===== src/rtl/handshake_pkg.sv =====
// handshake_pkg: shared FSM state type and limits for the four-phase receiver
package handshake_pkg;
  typedef enum logic [1:0] {HS_IDLE, HS_VALID, HS_ACK} hs_state_t;
  localparam int HS_SYNC_STAGES_MIN = 2;
endpackage


===== src/rtl/handshake_rx_ch.sv =====
// handshake_rx_ch: one four-phase receive channel (sync chain, arming, FSM, optional ACK timeout)
module handshake_rx_ch
  import handshake_pkg::*;
#(
  parameter int DATA_W      = 8,
  parameter int SYNC_STAGES = 2,
  parameter int TIMEOUT_CYC = 1024
) (
  input  logic              clk_dst,
  input  logic              rst,
  input  logic              req_src,
  input  logic [DATA_W-1:0] data_src,
  output logic              ack_dst,
  output logic              out_valid,
  output logic [DATA_W-1:0] out_data,
  input  logic              out_ready,
  output logic              busy,
  output logic              timeout_err
);
  if (SYNC_STAGES < HS_SYNC_STAGES_MIN || TIMEOUT_CYC < 1) begin : g_bad_param
    $error("handshake_rx_ch: SYNC_STAGES must be >= 2 and TIMEOUT_CYC >= 1");
  end
  logic [SYNC_STAGES-1:0] sync, fill;
  logic req_sync, armed, tmo;
  hs_state_t state, state_d;
  assign req_sync = sync[SYNC_STAGES-1];
  // fill marks when req_sync holds a real sample rather than the reset zeros,
  // so a request held high across reset cannot arm the channel
  always_ff @(posedge clk_dst) begin
    if (rst) begin
      sync <= '0;
      fill <= '0;
    end else begin
      sync <= {sync[SYNC_STAGES-2:0], req_src};
      fill <= {fill[SYNC_STAGES-2:0], 1'b1};
    end
  end
  always_ff @(posedge clk_dst) begin
    if (rst || tmo) armed <= 1'b0;
    else if (fill[SYNC_STAGES-1] && !req_sync) armed <= 1'b1;
  end
  always_ff @(posedge clk_dst) state <= rst ? HS_IDLE : state_d;
  always_comb begin
    state_d = (state == HS_IDLE  && armed && req_sync)   ? HS_VALID :
              (state == HS_VALID && out_ready)           ? HS_ACK   :
              (state == HS_ACK   && (!req_sync || tmo))  ? HS_IDLE  : state;
  end
  always_comb begin
    out_valid = state == HS_VALID;
    ack_dst   = state == HS_ACK;
    busy      = state != HS_IDLE;
  end
  always_ff @(posedge clk_dst) begin
    if (rst) out_data <= '0;
    else if (state == HS_IDLE && state_d == HS_VALID) out_data <= data_src;
  end
`ifdef HANDSHAKE_TIMEOUT_EN
  localparam int CW = $clog2(TIMEOUT_CYC + 1);
  logic [CW-1:0] cnt;
  logic err;
  always_ff @(posedge clk_dst) begin
    if (rst || state != HS_ACK) cnt <= '0;
    else if (req_sync) cnt <= cnt + CW'(1);
  end
  assign tmo = state == HS_ACK && req_sync && cnt == CW'(TIMEOUT_CYC - 1);
  always_ff @(posedge clk_dst) err <= rst ? 1'b0 : (err | tmo);
  assign timeout_err = err;
`else
  assign tmo         = 1'b0;
  assign timeout_err = 1'b0;
`endif
endmodule


===== src/rtl/handshake_sync_rx.sv =====
// handshake_sync_rx: NUM_CH independent four-phase receivers; define HANDSHAKE_TIMEOUT_EN for the ACK timeout
module handshake_sync_rx
  import handshake_pkg::*;
#(
  parameter int NUM_CH      = 4,
  parameter int DATA_W      = 8,
  parameter int SYNC_STAGES = 2,
  parameter int TIMEOUT_CYC = 1024
) (
  input  logic                     clk_dst,
  input  logic                     rst,
  input  logic [NUM_CH-1:0]        req_src,
  input  logic [NUM_CH*DATA_W-1:0] data_src,
  output logic [NUM_CH-1:0]        ack_dst,
  output logic [NUM_CH-1:0]        out_valid,
  output logic [NUM_CH*DATA_W-1:0] out_data,
  input  logic [NUM_CH-1:0]        out_ready,
  output logic [NUM_CH-1:0]        busy,
  output logic [NUM_CH-1:0]        timeout_err
);
  for (genvar c = 0; c < NUM_CH; c++) begin : g_ch
    handshake_rx_ch #(
      .DATA_W     (DATA_W),
      .SYNC_STAGES(SYNC_STAGES),
      .TIMEOUT_CYC(TIMEOUT_CYC)
    ) u_ch (
      .clk_dst    (clk_dst),
      .rst        (rst),
      .req_src    (req_src[c]),
      .data_src   (data_src[c*DATA_W +: DATA_W]),
      .ack_dst    (ack_dst[c]),
      .out_valid  (out_valid[c]),
      .out_data   (out_data[c*DATA_W +: DATA_W]),
      .out_ready  (out_ready[c]),
      .busy       (busy[c]),
      .timeout_err(timeout_err[c])
    );
  end
endmodule

===== config.mk =====
export PLATFORM = sky130hd
export DESIGN_NAME = handshake_sync_rx
export DESIGN_NICKNAME = d
export VERILOG_FILES = /design/src/rtl/handshake_pkg.sv /design/src/rtl/handshake_rx_ch.sv /design/src/rtl/handshake_sync_rx.sv
export SDC_FILE = /design/constraint.sdc
export NUM_CORES = 1
export LEC_CHECK = 0
export ABC_AREA = 1
export BUFFER_PORTS_ARGS = -buffer_cell sky130_fd_sc_hd__buf_2
export CORE_ASPECT_RATIO = 2
export CORE_MARGIN = 8
export CORE_UTILIZATION = 49
export DETAILED_ROUTE_END_ITERATION = 16
export GPL_TIMING_DRIVEN = 0
export HOLD_SLACK_MARGIN = 0.05
export PLACE_DENSITY = 0.82
export SYNTH_ARGS = -nofsm -noshare
export SYNTH_HDL_FRONTEND = slang
export SYNTH_SLANG_ARGS = --single-unit

===== constraint.sdc =====
create_clock -name clk_dst -period 1.01 [get_ports clk_dst]
set_input_delay 0 -clock clk_dst [delete_from_list [all_inputs] [get_ports clk_dst]]
set_output_delay 0 -clock clk_dst [all_outputs]
set_load 0.02 [all_outputs]

==> metrics.cfg, run 1 <==
[sta]
fmax_mhz=919
final-hold-violation-count=0
period_share_pct=108
setup_violations=20
period_needed_ps=1090
finalSetupTns_ps=-558
whs_ps=142
skew_ps=3.89
grt_setup_unrepaired=true
slew_violations=0
fin_ws_ps=-78.2

[critical_path]
critPathArrivalTime_ps=1090
cp_cell_sequence=nor2_4, buf_6, inv_2, buf_6
critPathLaunchType=flop
cp_common_cell=buf_6
cp_data_required_time_ps=1010
crit_slowest_cell=dfxtp_4
cp_max_fo=5
cpPeakStageDelay_ps=380
crit_family=flip-flops
critPathCaptureType=output port
crit_buf_inv=3
worstSetupPathType=flop to output port

[logic_synthesis]
yosys.area_share.xor_xnor_pct=0
netlist_area_um2=2430
muxShareOfSynthArea_pct=0
synth_top_area_share_pct=44.5
synthSimpleGateAreaFrac_pct=23.9
ys_types=17
synth_adder_area_share_pct=0
synth_cells=335
synth_seq_cells=54
yosys.area.top_type=dfxtp_1
syn_avg_cell_area_um2=7.25
synth_top_family_by_area=simple AND/OR/NAND/NOR gates
synth-compound-area-share_pct=11.3
synthTopCellsByArea=dfxtp_1 (45%), inv_1 (9.6%), a21oi_1 (8.2%)
synth.yosys.seq_area_share_pct=44.5
ys_warn_count=0

[clocking]
clkTransAtPathRegs_ps=100
cts.sink_count=54
cts_tree=yes
root_buffer=clkbuf_8
worstSkewPairLatency_ps=310
h-tree-depth=2
cts.path.max_buffers=2
cts_buffers=5

[power_and_ir_drop]
ir_drop_mv=1.21
p_sw_mw=1.07
p_leak_nw=1.96
clkPwrFrac_pct=34.4
pwr-share-comb_pct=14.3
swShare_pct=24.9
p_int_mw=3.23
power_density_nw_per_um2=1110
seqPwrFrac_pct=51.3

[detailed_routing]
drc=0
m1WireLength_um=2660
routed-wl-met2_um=4380
top_layer=met4
wl_per_cell_um=14.2
route.met3.wl_um=477
firstDrtPassIters=4
drt-total-wl_um=7650
antenna_left=0
drt_iter0_drc=128
vias=2618
avgViaCountPerCell=4.85

[placed_design]
post-place-ws_ps=-60.4
io_buffer_count=85
hpwl_um=4480
gp_routability_congestion=0.748

[worst_hold_path]
hold_path_class=input pin to flop

[outcome]
status=complete, but fails checks
violations=negative setup slack

[floorplan]
core_um2=4820
die_w_um=65.8
die_h_um=116
ios=90
rows=36
start_util_pct=50.4
die_area_um2=7600

[global_routing]
grt-ovfl-total=0
grt_pass1_vias=2597
grt_pass1_wl_um=11500
grt_usage_pct=19.2
antenna_found_initial=0
grt_max_degree=18

[run]
max_cap_violations=0

[cells_and_area]
nNetsFinal=524
fill_cells=318
syn2layout_area_growth_pct=59.1
insertedDiodeCount=0
layout-drive-gt1-share_pct=40.6

## flip-flops by register name, summed over array words and instances (netlist names)
| register | count |
|---|---|
| g_ch.u_ch.armed | 4 |
| g_ch.u_ch.fill | 2 |
| g_ch.u_ch.out_data | 32 |
| g_ch.u_ch.state | 8 |
| g_ch.u_ch.sync | 8 |
## synthesized netlist by cell type
library cell / count
a21oi_1: 40
a21oi_2: 4
buf_2: 4
buf_4: 16
buf_6: 5
clkbuf_1: 1
clkbuf_8: 3
conb_1: 1
dfxtp_1: 54
inv_1: 62
inv_2: 4
nand2_1: 40
nand2_2: 4
nand3_1: 32
nor2_1: 53
nor2_4: 4
o21ai_0: 8
## per-stage QoR
stage / instances / utilization [%] / total power, mW / instance area, um2
floorplan: 338 / - / 2.52 / 2440
global placement: 480 / 60.9 / 2.67 / 2940
detailed placement: 480 / 60.9 / 2.68 / 2940
CTS: 535 / 76.0 / 4.28 / 3660
global route: 540 / 80.2 / 4.49 / 3860
finish: 540 / 80.2 / 4.30 / 3860
## worst register-to-register path: stages, from the launching register on
cell     delay (ps)
dfxtp_4         400
nor2_4           50
buf_6           120
buf_6           140
a21oi_1         200
nor2_1           80
## cell usage in the layout (no fill, tap or decap), types with 18 or more instances in the layout
cell,n
inv_1,53
a21oi_1,18
nor2_1,47
dfxtp_1,42
a21oi_2,26
buf_6,22
nand3_1,31
nand2_1,39
dlygate4sd3_1,44
buf_2,77
## path summary, 6_finish.rpt
kind	start	slack, ps	cells past startpoint	to
worst max-delay path	g_ch[2].u_ch.state[0]	-80	4	busy[2]
worst min-delay path	rst	140	3	g_ch[1].u_ch.state[0]
worst max register to register	g_ch[0].u_ch.state[1]	-70	5	g_ch[0].u_ch.out_data[7]
worst min register to register	g_ch[3].u_ch.sync[0]	400	2	g_ch[3].u_ch.sync[1]
## metal layers
| layer | global-route usage, % | vias to the layer above |
|---|---|---|
| met4 | 7.62 | 0 |
| li1 | - | 1287 |
| met5 | 0 | - |
| met1 | 17.6 | 1225 |
| met3 | 6.49 | 14 |
| met2 | 36.6 | 92 |
## repair_timing
action                                 in CTS  in global routing
hold buffers                               44                  0
pin swaps                                  10                 12
gates resized for setup                    56                 45
cloned                                      0                  1
endpoints found under the hold margin      41                  0
setup endpoints to repair                  42                 49
setup buffers                              16                  4
## cells by family after synthesis
kind of cell,Yosys count
AOI/OAI and AO/OA,52
DFF,54
buffers and inverters,95
other,1
and+or+nand+nor,133
## final cells by class
cell class	instances	area [um2]	area share, %
timing repair buffer	148	1150	29.7
clock buffer	5	68.8	1.78
inverter	66	253	6.54
multi-input combinational	189	995	25.7
tap	57	71.3	1.85
sequential	54	1120	28.9
clock inverter	3	45.0	1.17
buffer	18	168	4.34
## power by group through the flow
stage / Combinational [mW] / Clock (mW) / Sequential, mW
after floorplan: 0.227 / 0 / 2.30
after global placement: 0.404 / 0 / 2.27
after detailed placement: 0.413 / 0 / 2.27
after CTS: 0.568 / 1.51 / 2.20
after global routing: 0.671 / 1.60 / 2.21
final: 0.613 / 1.48 / 2.21
No activity file was read; power rests on OpenSTA's default activity.
==> run 2, diff against run 1 <==
Settings changed: CORE_ASPECT_RATIO 2 to not set, PLACE_DENSITY 0.82 to 0.8.
Clock period 1.01 ns to 1.1 ns, I/O delays scaled along.
==> metrics.cfg, run 2 (same netlist as run 1, synthesis figures left out) <==
[sta]
slew_violations=0  ; unchanged
period_needed_ps=1050
final-hold-violation-count=0  ; unchanged
finalSetupTns_ps=0  ; was -558 ps
period_share_pct=95.4
setup_violations=0  ; was 20
skew_ps=9.09  ; was 3.89 ps
grt_setup_unrepaired=true  ; unchanged
fmax_mhz=953

[cells_and_area]
max_flop_register=g_ch.u_ch.out_data  ; unchanged
insertedDiodeCount=0  ; unchanged
layout-drive-gt1-share_pct=33.2  ; was 40.6%
syn2layout_area_growth_pct=48.6  ; was 59.1%
fill_cells=361  ; was 318
final_cell_mix=buf_2 (74), inv_1 (59), nor2_1 (48)  ; was buf_2 (77), inv_1 (53), nor2_1 (47)
largest_reg_flops=32  ; unchanged
reg_top3=g_ch.u_ch.out_data x32, g_ch.u_ch.state x8, g_ch.u_ch.sync x8  ; unchanged
layoutNonFillerInstCount=540  ; unchanged
nNetsFinal=514  ; was 524
mostFrequentLayoutCell=buf_2  ; unchanged

[floorplan]
die_w_um=86.4  ; was 65.8 um
die_h_um=86.4  ; was 116 um
die_area_um2=7460  ; was 7600 um2
start_util_pct=51.1  ; was 50.4%
core_um2=4750  ; was 4820 um2
ios=90  ; unchanged
rows=25  ; was 36

[global_routing]
grt_max_degree=18  ; unchanged
grt_pass1_vias=2451  ; was 2,597
grt_usage_pct=17.8  ; was 19.2%
grt-ovfl-total=0  ; unchanged
grt_pass1_wl_um=11000  ; was 11,500 um
antenna_found_initial=0  ; unchanged

[detailed_routing]
routed-wl-met2_um=3110  ; was 4380 um
firstDrtPassIters=4  ; unchanged
wl_per_cell_um=12.2  ; was 14.2 um
antenna_left=0  ; unchanged
m1WireLength_um=2830  ; was 2660 um
drt-total-wl_um=6590  ; was 7650 um
drt_iter0_drc=76  ; was 128
avgViaCountPerCell=4.60  ; was 4.85
top_layer=met4  ; unchanged
drc=0  ; unchanged
vias=2485  ; was 2,618
route.met3.wl_um=578  ; was 477 um

[power_and_ir_drop]
ir_drop_mv=0.789  ; was 1.21 mV
seqPwrFrac_pct=54.5  ; was 51.3%
p_leak_nw=1.86  ; was 1.96 nW
clkPwrFrac_pct=31.5  ; was 34.4%
power_density_nw_per_um2=1030  ; was 1110 nW/um2
total_power_mw=3.70  ; was 4.30 mW
p_sw_mw=0.924  ; was 1.07 mW
pwr-share-comb_pct=14.0  ; was 14.3%
swShare_pct=24.9  ; about the same
p_int_mw=2.78  ; was 3.23 mW

[clocking]
cts.sink_count=54  ; unchanged
cts_tree=yes  ; unchanged
cts.path.max_buffers=2  ; unchanged
h-tree-depth=2  ; unchanged
cts_buffers=5  ; unchanged
root_buffer=clkbuf_8  ; unchanged
clkTransAtPathRegs_ps=100  ; about the same
worstSkewPairLatency_ps=310  ; about the same

[placed_design]
hpwl_um=4070  ; was 4480 um
dp_cells=490  ; was 480
gp_routability_congestion=0.768  ; was 0.748
io_buffer_count=85  ; unchanged

[critical_path]
rr_startpoint=g_ch[3].u_ch.state[1]  ; was g_ch[0].u_ch.state[1]
critPathLaunchType=flop  ; unchanged
critPathCaptureType=output port  ; unchanged
cp_max_fo=5  ; unchanged
regToRegSetupSlack_ps=80  ; was -70 ps
r2r_end=g_ch[3].u_ch.out_data[0]  ; was g_ch[0].u_ch.out_data[7]
cp_data_required_time_ps=1100  ; was 1010 ps
critPathArrivalTime_ps=1050  ; was 1090 ps
worstSetupPathType=flop to output port  ; unchanged
r2r_cells=5  ; unchanged

[outcome]
status=finished, final reports clean  ; was complete, but fails checks

[worst_hold_path]
hold_start=g_ch[1].u_ch.sync[0]  ; was rst
min_to=g_ch[1].u_ch.sync[1]  ; was g_ch[1].u_ch.state[0]
whs_path_depth=2  ; was 3
hold_path_class=flop to flop  ; was input pin to flop

[run]
max_cap_violations=0  ; unchanged

## run 2: cell count changes in the layout (fill, tap and decap cells not counted), sizes merged
| cell | before | now |
|---|---|---|
| clkbuf | 9 | 12 |
| bufinv | 1 | 0 |
| dlygate4sd3 | 44 | 41 |
| clkinv | 0 | 2 |
| buf | 118 | 109 |
| clkinvlp | 2 | 0 |
## run 2: critical path, cell delays in order (launching register included)
cell,delay (ps)
dfxtp_4,380
nor2_4,120
buf_6,100
inv_1,40
buf_6,120
## run 2: metrics by stage
step,area [um2],utilization [%],worst slack (ps),hold WS (ps)
floorplan,2440,-,200,69.1
global placement,2950,62.0,28.7,199
detailed placement,2950,62.0,25.2,203
CTS,3590,75.4,-49.4,402
global route,3610,75.9,-3.63,433
finish,3610,75.9,51.0,408
## run 2: worst max path at each step
stage	cells past startpoint	end	slack, ps	from
2_1_floorplan	4	g_ch[0].u_ch.state[0]	200	g_ch[0].u_ch.state[1]
3_3_place_gp	5	busy[0]	30	g_ch[0].u_ch.state[1]
3_5_place_dp	5	busy[2]	30	g_ch[2].u_ch.state[0]
4_1_cts	5	busy[2]	-50	g_ch[2].u_ch.state[1]
5_1_grt	3	out_valid[2]	-4	g_ch[2].u_ch.state[0]
6_report	4	busy[3]	50	g_ch[3].u_ch.state[1]
## run 2: area by class of cell
type | count | area (um2) | area share [%]
inverters | 66 | 248 | 6.86
repair buffers | 138 | 1010 | 28.0
clock buffers | 6 | 82.6 | 2.29
flip-flops and latches | 54 | 1110 | 30.8
clock inverters | 2 | 17.5 | 0.485
multi-input cells | 189 | 898 | 24.9
well taps | 67 | 83.8 | 2.32
plain buffers | 18 | 159 | 4.40
## run 2: power by group through the flow
stage / Combinational [mW] / Clock, mW / Sequential, mW
after global placement: 0.369 / 0 / 2.08
after floorplan: 0.208 / 0 / 2.11
after global routing: 0.574 / 1.29 / 2.03
after CTS: 0.503 / 1.21 / 2.02
after detailed placement: 0.377 / 0 / 2.08
final: 0.517 / 1.17 / 2.02
## run 2: timing repair
action,in CTS,in global routing
hold endpoints to repair,41,0
pin swaps,4,8
setup endpoints to repair,12,22
gates resized for setup,33,23
hold buffers,41,0
setup buffers,11,2
## run 2: routing by layer
metal	track usage [%]	up-vias
met1	19.7	1118
met4	4.54	0
met5	0	-
li1	-	1273
met3	7.75	9
met2	30.3	85
==> run 3, diff against run 2 <==
Settings changed: CELL_PAD_IN_SITES_DETAIL_PLACEMENT set to 0, CELL_PAD_IN_SITES_GLOBAL_PLACEMENT set to 1, CORE_UTILIZATION 49 to 34.
==> metrics.cfg, run 3 (same netlist as run 1, synthesis figures left out) <==
[outcome]
status=finished, final reports clean  ; unchanged

[sta]
fin_ws_ps=29.2  ; was 51.0 ps
period_needed_ps=1070  ; was 1050 ps
final-hold-violation-count=0  ; unchanged
finalSetupTns_ps=0  ; unchanged
skew_ps=9.65  ; was 9.09 ps
slew_violations=0  ; unchanged
fmax_mhz=934  ; was 953 MHz
grt_setup_unrepaired=true  ; unchanged
setup_violations=0  ; unchanged
period_share_pct=97.3  ; was 95.4%

[critical_path]
r2r_end=g_ch[0].u_ch.out_data[7]  ; was g_ch[3].u_ch.out_data[0]
crit_family=flip-flops  ; unchanged
crit_buf_inv=3  ; unchanged
rr_startpoint=g_ch[0].u_ch.state[1]  ; was g_ch[3].u_ch.state[1]
critPathCaptureType=output port  ; unchanged
crit_slowest_cell=dfxtp_4  ; unchanged
path_depth=4  ; unchanged
cpPeakStageDelay_ps=380  ; about the same
cp_data_required_time_ps=1100  ; about the same
critPathArrivalTime_ps=1070  ; was 1050 ps
regToRegSetupSlack_ps=80  ; about the same
cp_cell_sequence=inv_1, nor2_2, buf_4, buf_4  ; was nor2_4, buf_6, inv_1, buf_6
r2r_cells=5  ; unchanged
cp_common_cell=buf_4  ; was buf_6
critPathLaunchType=flop  ; unchanged
cp_max_fo=5  ; unchanged
worstSetupPathType=flop to output port  ; unchanged

[cells_and_area]
nNetsFinal=512  ; was 514
max_flop_register=g_ch.u_ch.out_data  ; unchanged
reg_top3=g_ch.u_ch.out_data x32, g_ch.u_ch.state x8, g_ch.u_ch.sync x8  ; unchanged
insertedDiodeCount=0  ; unchanged
mostFrequentLayoutCell=buf_2  ; unchanged
syn2layout_area_growth_pct=49.1  ; was 48.6%
utilization_pct=51.0  ; was 75.9%
final_cell_mix=buf_2 (77), inv_1 (58), nor2_1 (47)  ; was buf_2 (74), inv_1 (59), nor2_1 (48)
layout-drive-gt1-share_pct=32.7  ; was 33.2%
largest_reg_flops=32  ; unchanged

[power_and_ir_drop]
p_leak_nw=1.84  ; was 1.86 nW
power_density_nw_per_um2=1060  ; was 1030 nW/um2
total_power_mw=3.84  ; was 3.70 mW
ir_drop_mv=0.525  ; was 0.789 mV

[detailed_routing]
vias=2355  ; was 2,485
wl_per_cell_um=11.2  ; was 12.2 um
antenna_left=0  ; unchanged
drt_iter0_drc=52  ; was 76
drc=0  ; unchanged
firstDrtPassIters=4  ; unchanged
avgViaCountPerCell=4.13  ; was 4.60
drt-total-wl_um=6370  ; was 6590 um

[global_routing]
grt_max_degree=17  ; was 18
grt_pass1_vias=2448  ; was 2,451
antenna_found_initial=0  ; unchanged
grt-ovfl-total=0  ; unchanged
grt_usage_pct=13.2  ; was 17.8%
grt_pass1_wl_um=11000  ; about the same

[worst_hold_path]
min_to=g_ch[0].u_ch.out_data[5]  ; was g_ch[1].u_ch.sync[1]
hold_start=rst  ; was g_ch[1].u_ch.sync[0]
hold_path_class=input pin to flop  ; was flop to flop
whs_path_depth=4  ; was 2

[placed_design]
io_buffer_count=85  ; unchanged
hpwl_um=4280  ; was 4070 um
gp_routability_congestion=0.743  ; was 0.768
post-place-ws_ps=10.2  ; was 25.2 ps

[floorplan]
start_util_pct=34.2  ; was 51.1%
die_h_um=101  ; was 86.4 um
die_area_um2=10100  ; was 7460 um2
die_w_um=101  ; was 86.4 um
ios=90  ; unchanged
core_um2=7100  ; was 4750 um2
rows=31  ; was 25

[clocking]
clkTransAtPathRegs_ps=100  ; about the same
cts_buffers=5  ; unchanged
cts.sink_count=54  ; unchanged
worstSkewPairLatency_ps=300  ; was 310 ps
cts_tree=yes  ; unchanged
cts.path.max_buffers=2  ; unchanged
root_buffer=clkbuf_8  ; unchanged
h-tree-depth=2  ; unchanged

[run]
max_cap_violations=0  ; unchanged

==> run 3: cell types whose count changed in the layout (fill, tap and decap cells not counted), sizes merged <==
cell / delta
bufinv: +1
clkbuf: -2
clkinv: -2
clkinvlp: +1
==> run 3: how the worst max path moves through the flow <==
| stage | slack [ps] | endpoint | start |
|---|---|---|---|
| detailed placement | 10 | busy[1] | g_ch[1].u_ch.state[1] |
| global route | -40 | out_valid[1] | g_ch[1].u_ch.state[0] |
| CTS | -70 | busy[1] | g_ch[1].u_ch.state[0] |
| global placement | 8 | busy[1] | g_ch[1].u_ch.state[1] |
| floorplan | 200 | g_ch[0].u_ch.state[0] | g_ch[0].u_ch.state[1] |
| finish | 30 | out_valid[1] | g_ch[1].u_ch.state[0] |
==> run 3: layout make-up <==
| type | count | area (um2) |
|---|---|---|
| sequential | 54 | 1110 |
| clock inverter | 2 | 37.5 |
| multi-input combinational | 189 | 885 |
| tap | 99 | 124 |
| clock buffer | 6 | 72.6 |
| fill | 731 | 3480 |
| buffer | 18 | 155 |
| timing repair buffer | 136 | 982 |
| inverter | 66 | 253 |
==> run 3: report_power, final <==
group | internal (mW) | total [mW] | leakage [nW] | switching [mW]
clock | 0.680 | 1.32 | 0.0514 | 0.643
combinational | 0.265 | 0.501 | 1.34 | 0.237
sequential | 1.99 | 2.02 | 0.446 | 0.0295
==> run 3: metrics by stage <==
stage	area [um2]	cells	hold slack, ps
global route	3620	570	122
CTS	3630	577	98.0
floorplan	2440	338	69.1
detailed placement	2990	522	210
global placement	2990	522	209
finish	3620	570	110
==> run 3: timing repair <==
item,CTS,global route
gates resized for setup,36,17
pin swaps,6,8
endpoints found under the hold margin,40,0
setup buffers,10,1
hold buffers,41,0
setup endpoints to repair,12,23
==> run 3: per-layer routing <==
metal / track usage, % / wire, um / part of all wire [%] / vias to the layer above
li1: - / - / - / 1261
met1: 15.4 / 2900 / 46 / 1021
met2: 22.6 / 2920 / 46 / 66
met3: 4.83 / 501 / 7.9 / 7
met4: 2.79 / 46 / 0.72 / 0
met5: 0 / 0 / 0 / -
==> run 3: worst register-to-register path: stages (launching register included) <==
cell     delay (ps)
dfxtp_4         390
nor2_4           40
buf_6           110
buf_4           160
a21oi_1         150
nor2_1           60
